## src/rtl/sync1001_tx_if.sv

```systemverilog
// sync1001_tx_if: payload handshake and serial line bundle for sync1001_tx
interface sync1001_tx_if #(parameter int DATA_W = 8);
  logic              in_valid;
  logic [DATA_W-1:0] in_data;
  logic              in_ready;
  logic              tx_out;
  logic              tx_active;
  logic              frame_done;
  modport master (output in_valid, in_data, input in_ready, tx_out, tx_active, frame_done);
  modport slave (input in_valid, in_data, output in_ready, tx_out, tx_active, frame_done);
endinterface

```

## src/rtl/sync1001_tx.sv

```systemverilog
// sync1001_tx: serialises a payload as 1001 sync, data MSB first, even parity, idle gap
module sync1001_tx #(
  parameter int DATA_W   = 8,
  parameter int GAP_BITS = 2
) (
  input logic          clk,
  input logic          rst,
  sync1001_tx_if.slave bus
);
  localparam int M1 = DATA_W > 4 ? DATA_W : 4;
  localparam int MX = GAP_BITS > M1 ? GAP_BITS : M1;
  localparam int CW = $clog2(MX) + 1;
  localparam logic [CW-1:0] SYNC_LAST = CW'(3);
  localparam logic [CW-1:0] DATA_LAST = CW'(DATA_W - 1);
  localparam logic [CW-1:0] GAP_LAST  = CW'(GAP_BITS - 1);
  typedef enum logic [2:0] {IDLE, SYNC, DATA, PAR, GAP} state_t;
  state_t            state_q, state_d;
  logic [CW-1:0]     cnt_q, cnt_d;
  logic [DATA_W-1:0] data_q, data_d, sh;
  // state, bit counter and captured payload registers
  always_ff @(posedge clk) begin
    if (rst) begin
      state_q <= IDLE;
      cnt_q   <= '0;
      data_q  <= '0;
    end else begin
      state_q <= state_d;
      cnt_q   <= cnt_d;
      data_q  <= data_d;
    end
  end
  // next state: the payload is captured only in IDLE, so busy-time input changes are inert
  always_comb begin
    state_d = state_q;
    cnt_d   = cnt_q + CW'(1);
    data_d  = data_q;
    case (state_q)
      IDLE: begin
        cnt_d = '0;
        if (bus.in_valid) begin
          state_d = SYNC;
          data_d  = bus.in_data;
        end
      end
      SYNC: if (cnt_q == SYNC_LAST) begin
        state_d = DATA;
        cnt_d   = '0;
      end
      DATA: if (cnt_q == DATA_LAST) begin
        state_d = PAR;
        cnt_d   = '0;
      end
      PAR: begin
        state_d = GAP;
        cnt_d   = '0;
      end
      GAP: if (cnt_q == GAP_LAST) begin
        state_d = IDLE;
        cnt_d   = '0;
      end
      default: begin
        state_d = IDLE;
        cnt_d   = '0;
      end
    endcase
  end
  // outputs decoded from registered state only; payload is indexed, not shifted, so parity stays available
  always_comb begin
    sh             = data_q << cnt_q;
    bus.in_ready   = state_q == IDLE;
    bus.tx_active  = state_q == SYNC || state_q == DATA || state_q == PAR;
    bus.frame_done = state_q == GAP && cnt_q == GAP_LAST;
    bus.tx_out     = state_q == SYNC ? (cnt_q == '0 || cnt_q == SYNC_LAST) :
                     state_q == DATA ? sh[DATA_W-1] :
                     state_q == PAR  ? ^data_q : 1'b0;
  end
endmodule

```

## src/flat_wrapper.sv

```systemverilog
// flat-port wrapper written by rule: the top's interface ports become plain ports
module sync1001_tx_flat 
#(
  parameter int DATA_W   = 8,
  parameter int GAP_BITS = 2
)
  (clk, rst, bus_in_valid, bus_in_data, bus_in_ready, bus_tx_out, bus_tx_active, bus_frame_done);
  sync1001_tx_if #(.DATA_W(DATA_W)) bus_i ();
  input logic clk;
  input logic rst;
  input wire logic [$bits(bus_i.in_valid)-1:0] bus_in_valid;
  input wire logic [$bits(bus_i.in_data)-1:0] bus_in_data;
  output wire logic [$bits(bus_i.in_ready)-1:0] bus_in_ready;
  output wire logic [$bits(bus_i.tx_out)-1:0] bus_tx_out;
  output wire logic [$bits(bus_i.tx_active)-1:0] bus_tx_active;
  output wire logic [$bits(bus_i.frame_done)-1:0] bus_frame_done;
  assign bus_i.in_valid = bus_in_valid;
  assign bus_i.in_data = bus_in_data;
  assign bus_in_ready = bus_i.in_ready;
  assign bus_tx_out = bus_i.tx_out;
  assign bus_tx_active = bus_i.tx_active;
  assign bus_frame_done = bus_i.frame_done;
  sync1001_tx #(.DATA_W(DATA_W), .GAP_BITS(GAP_BITS)) u_core (.clk(clk), .rst(rst), .bus(bus_i));
endmodule
```

## config.mk

```make
export PLATFORM = sky130hd
export DESIGN_NAME = sync1001_tx_flat
export DESIGN_NICKNAME = d
export VERILOG_FILES = /design/src/rtl/sync1001_tx_if.sv /design/src/rtl/sync1001_tx.sv /design/src/flat_wrapper.sv
export SDC_FILE = /design/constraint.sdc
export NUM_CORES = 1
export LEC_CHECK = 0
export BUFFER_PORTS_ARGS = -buffer_cell sky130_fd_sc_hd__buf_2
export CORE_MARGIN = 5
export CORE_UTILIZATION = 32
export CTS_CLUSTER_DIAMETER = 40
export DETAILED_ROUTE_END_ITERATION = 12
export GPL_ROUTABILITY_DRIVEN = 1
export PLACE_DENSITY = 0.61
export SLEW_MARGIN = 20
export SYNTH_ARGS = -nofsm -noshare
export SYNTH_HDL_FRONTEND = slang
export SYNTH_SLANG_ARGS = --single-unit
```

## constraint.sdc

```tcl
create_clock -name clk -period 2 [get_ports clk]
set_input_delay 0.4 -clock clk [delete_from_list [all_inputs] [get_ports clk]]
set_output_delay 0.4 -clock clk [all_outputs]
set_load 0.005 [all_outputs]
```

==> results.tsv <==
metric	value	unit
TritonCTS buffer count	3	
WL final	1909	um
pin count of the biggest net entering global routing	13	
Final Slew Violations	0	
power share of the clock group	16.4	%
register area share after synthesis	34.99	%
Fin. Hold Viols	0	
GPL Wtd Cong	0.8316	
initial antenna violation count	0	
largest cells by area after synthesis	dfxtp_1 35%, xnor2_1 10%, nand2_1 7.9%, a21oi_1 5.8%, ha_1 4.4%	
Fillers	265	
CTS Buffer Depth	2	
Synth Register Bits	15	
combinational share of power	46.9	%
M1 WL	804	um
worst path required time	1.60	ns
setup violators final	1	
H-tree Lvls	1	
uppermost layer routed	met4	
Final Worst Setup Slack	-0.02895	ns
failing checks	setup timing	
Power Dens Cells	986.8	nW/um^2
Nets	139	
drt initial violations	21	
I/O Buffers	14	
Rows	18	
core area	2522	sq um
peak supply drop	0.5496	mV
Placed Cells	147	
clk_lat worst skew	0.28	ns
Critical Path Sink Type	output pin	
io pins	15	
leak pwr	0.0003913	uW
fmax	492.9	MHz
Mean Syn Cell Area	8.333	sq um
starting density of the core	34.03	%
Worst Hold Class	in2reg	
die area	3818	sq um
remaining routing DRC violations	0	
sequential power share	36.7	%
Switching Fraction	36.41	%
wire per inst	12.40	um
GRT Residual Overflow	0	
Fin Hold WS	0.3473	ns
met3 WL post-DR	88	um
internal power	668.1	uW
Reg clk slew, reported paths	0.09	ns
number of global-route vias before repair	769	
Sw Pwr	382.6	uW
Mapped Cells	103	
Routed Antenna Nets	0	
simple-gate area share of the yosys netlist	19.97	%
DP HPWL	1438	um
Mapped Area	858.3	sq um
largest family of logic cells by synthesized area	simple AND/OR/NAND/NOR gates	
Worst slew margin	81.32	%
Area growth, synth to finish	24.05	%
CTS tree	yes	
Synth Area in Compound Gates	17.20	%
R2R setup slack	0.29	ns
CTS sink cnt	15	
CP arrival	1.63	ns
Cell Count, Final, Fillers Out	154	
mux cell area share after synthesis	5.102	%
share of cells above drive strength 1	28.23	%
post-synth cell types	30	
Yosys top cell area share	34.99	%
first-pass GRT wire length	3229	um
die width	61.79	um
slew at the pin with the worst max-slew slack	0.2781	ns
cell taking the most area after synthesis	dfxtp_1	
Synth Area in XOR/XNOR	10.20	%
adder-cell share of the synthesized area	4.373	%
startpoint types	flop	
drt via density	4.961	
ANT cells	0	
Die Height	61.79	um
overall global routing resource usage	11.47	%
setup repair after global routing missed its margin	yes	
root buffer cell	clkbuf_4	
Setup Skew	0.002966	ns
outcome	finished with violations	
First-pass DRT Iterations	4	
max-cap viol count	0	
via count	764	
Synth Net Count	117	
Final Critical Period	2.029	ns
worst setup path class	reg2out	
met2 wire len	999	um
final worst-path cycle share	101.4	%
Hold Buf Count CTS	0	
pre-CTS setup slack	0.02267	ns
Worst Path Max Fanout	4	
YS warnings	0	
[final timing paths]
path                                                      end  cells after the start                     startpoint
worst max-delay path                               bus_tx_out                      5     u_core.cnt_q[1]$_SDFF_PP0_
worst max register to register     u_core.cnt_q[2]$_SDFF_PP0_                      6     u_core.cnt_q[1]$_SDFF_PP0_
worst min-delay path            u_core.data_q[0]$_SDFFE_PP0P_                      3                 bus_in_data[0]
worst min register to register  u_core.data_q[4]$_SDFFE_PP0P_                      2  u_core.data_q[4]$_SDFFE_PP0P_
[kinds of logic after synthesis]
logic type / count (synthesis)
fa+ha+maj: 3
xor+xnor: 10
simple gates: 37
buf+inv: 13
mux: 3
flops: 15
compound gates: 22
[per-layer routing]
layer / up-vias / global-route usage [%]
met2: 19 / 21.23
met3: 2 / 2.686
li1: 389 / -
met5: - / 0
met4: 0 / 3.636
met1: 354 / 12.88
[power by group through the flow]
stage                     Combinational, uW  Clock (uW)  Sequential (uW)
after floorplan                         337           0              377
after global placement                  434           0              392
after detailed placement                446           0              395
after CTS                               492         178              382
after global routing                    553         196              391
final                                   492         173              386
[worst max-delay path, cell delays in order, from the launching register on]
cell and delay (ns):
dfxtp_4 0.39, mux2_4 0.29, or3_1 0.31, o211ai_1 0.10, o211ai_1 0.12, buf_2 0.14
[flip-flops by register name, summed over array words and instances, names as in the netlist]
name / cells
u_core.data_q: 8
u_core.cnt_q: 4
u_core.state_q: 3
[cells in the mapped netlist (all sizes together)]
master / n
o211ai: 4
mux2: 1
o21ai: 1
buf: 5
mux4: 1
or3: 1
nor3: 3
a21oi: 10
xnor2: 10
nor2b: 1
a211o: 1
o21a: 1
ha: 3
a31o: 2
o311ai: 1
nand3: 1
mux2i: 1
clkbuf: 1
a2111o: 1
and2: 3
or3b: 1
nand2: 18
inv: 7
nor2: 7
dfxtp: 15
and3: 1
a311oi: 1
and4: 1
[area by class of cell]
class	count	area, sq um	share of cell area [%]
Inverter	7	26.28	2.468
Tap cell	30	37.54	3.525
Multi-Input combinational cell	75	528.0	49.59
Timing Repair Buffer	23	137.6	12.93
Sequential cell	15	309.0	29.02
Clock buffer	4	26.28	2.468
[through the flow]
step	total power [uW]	area [sq um]	setup TNS, ns	utilization [%]
5_1_grt	1141	1065	-0.1445	42.21
3_3_place_gp	826.6	967.2	0	38.34
4_1_cts	1052	1054	-0.04059	41.77
6_report	1051	1065	-0.02895	42.21
3_5_place_dp	840.7	967.2	0	38.34
2_1_floorplan	713.9	858.3	0	-
[what timing repair did]
action | 4_1_cts | 5_1_grt
setup buffers | 3 | 0
endpoints found under the hold margin | 0 | 0
pin swaps | 2 | 3
setup endpoints to repair | 1 | 1
resized for setup | 10 | 2
cloned | 0 | 0
[layout by cell type (no fill, tap or decap), drive strengths merged, types with 3 or more instances in the layout]
master / n
xnor2: 10
inv: 7
nor2: 7
nand2: 18
nor3: 3
ha: 3
o211ai: 4
a21oi: 10
dfxtp: 15
and2: 3
clkbuf: 4
buf: 23
No activity file was read; power rests on OpenSTA's default activity.
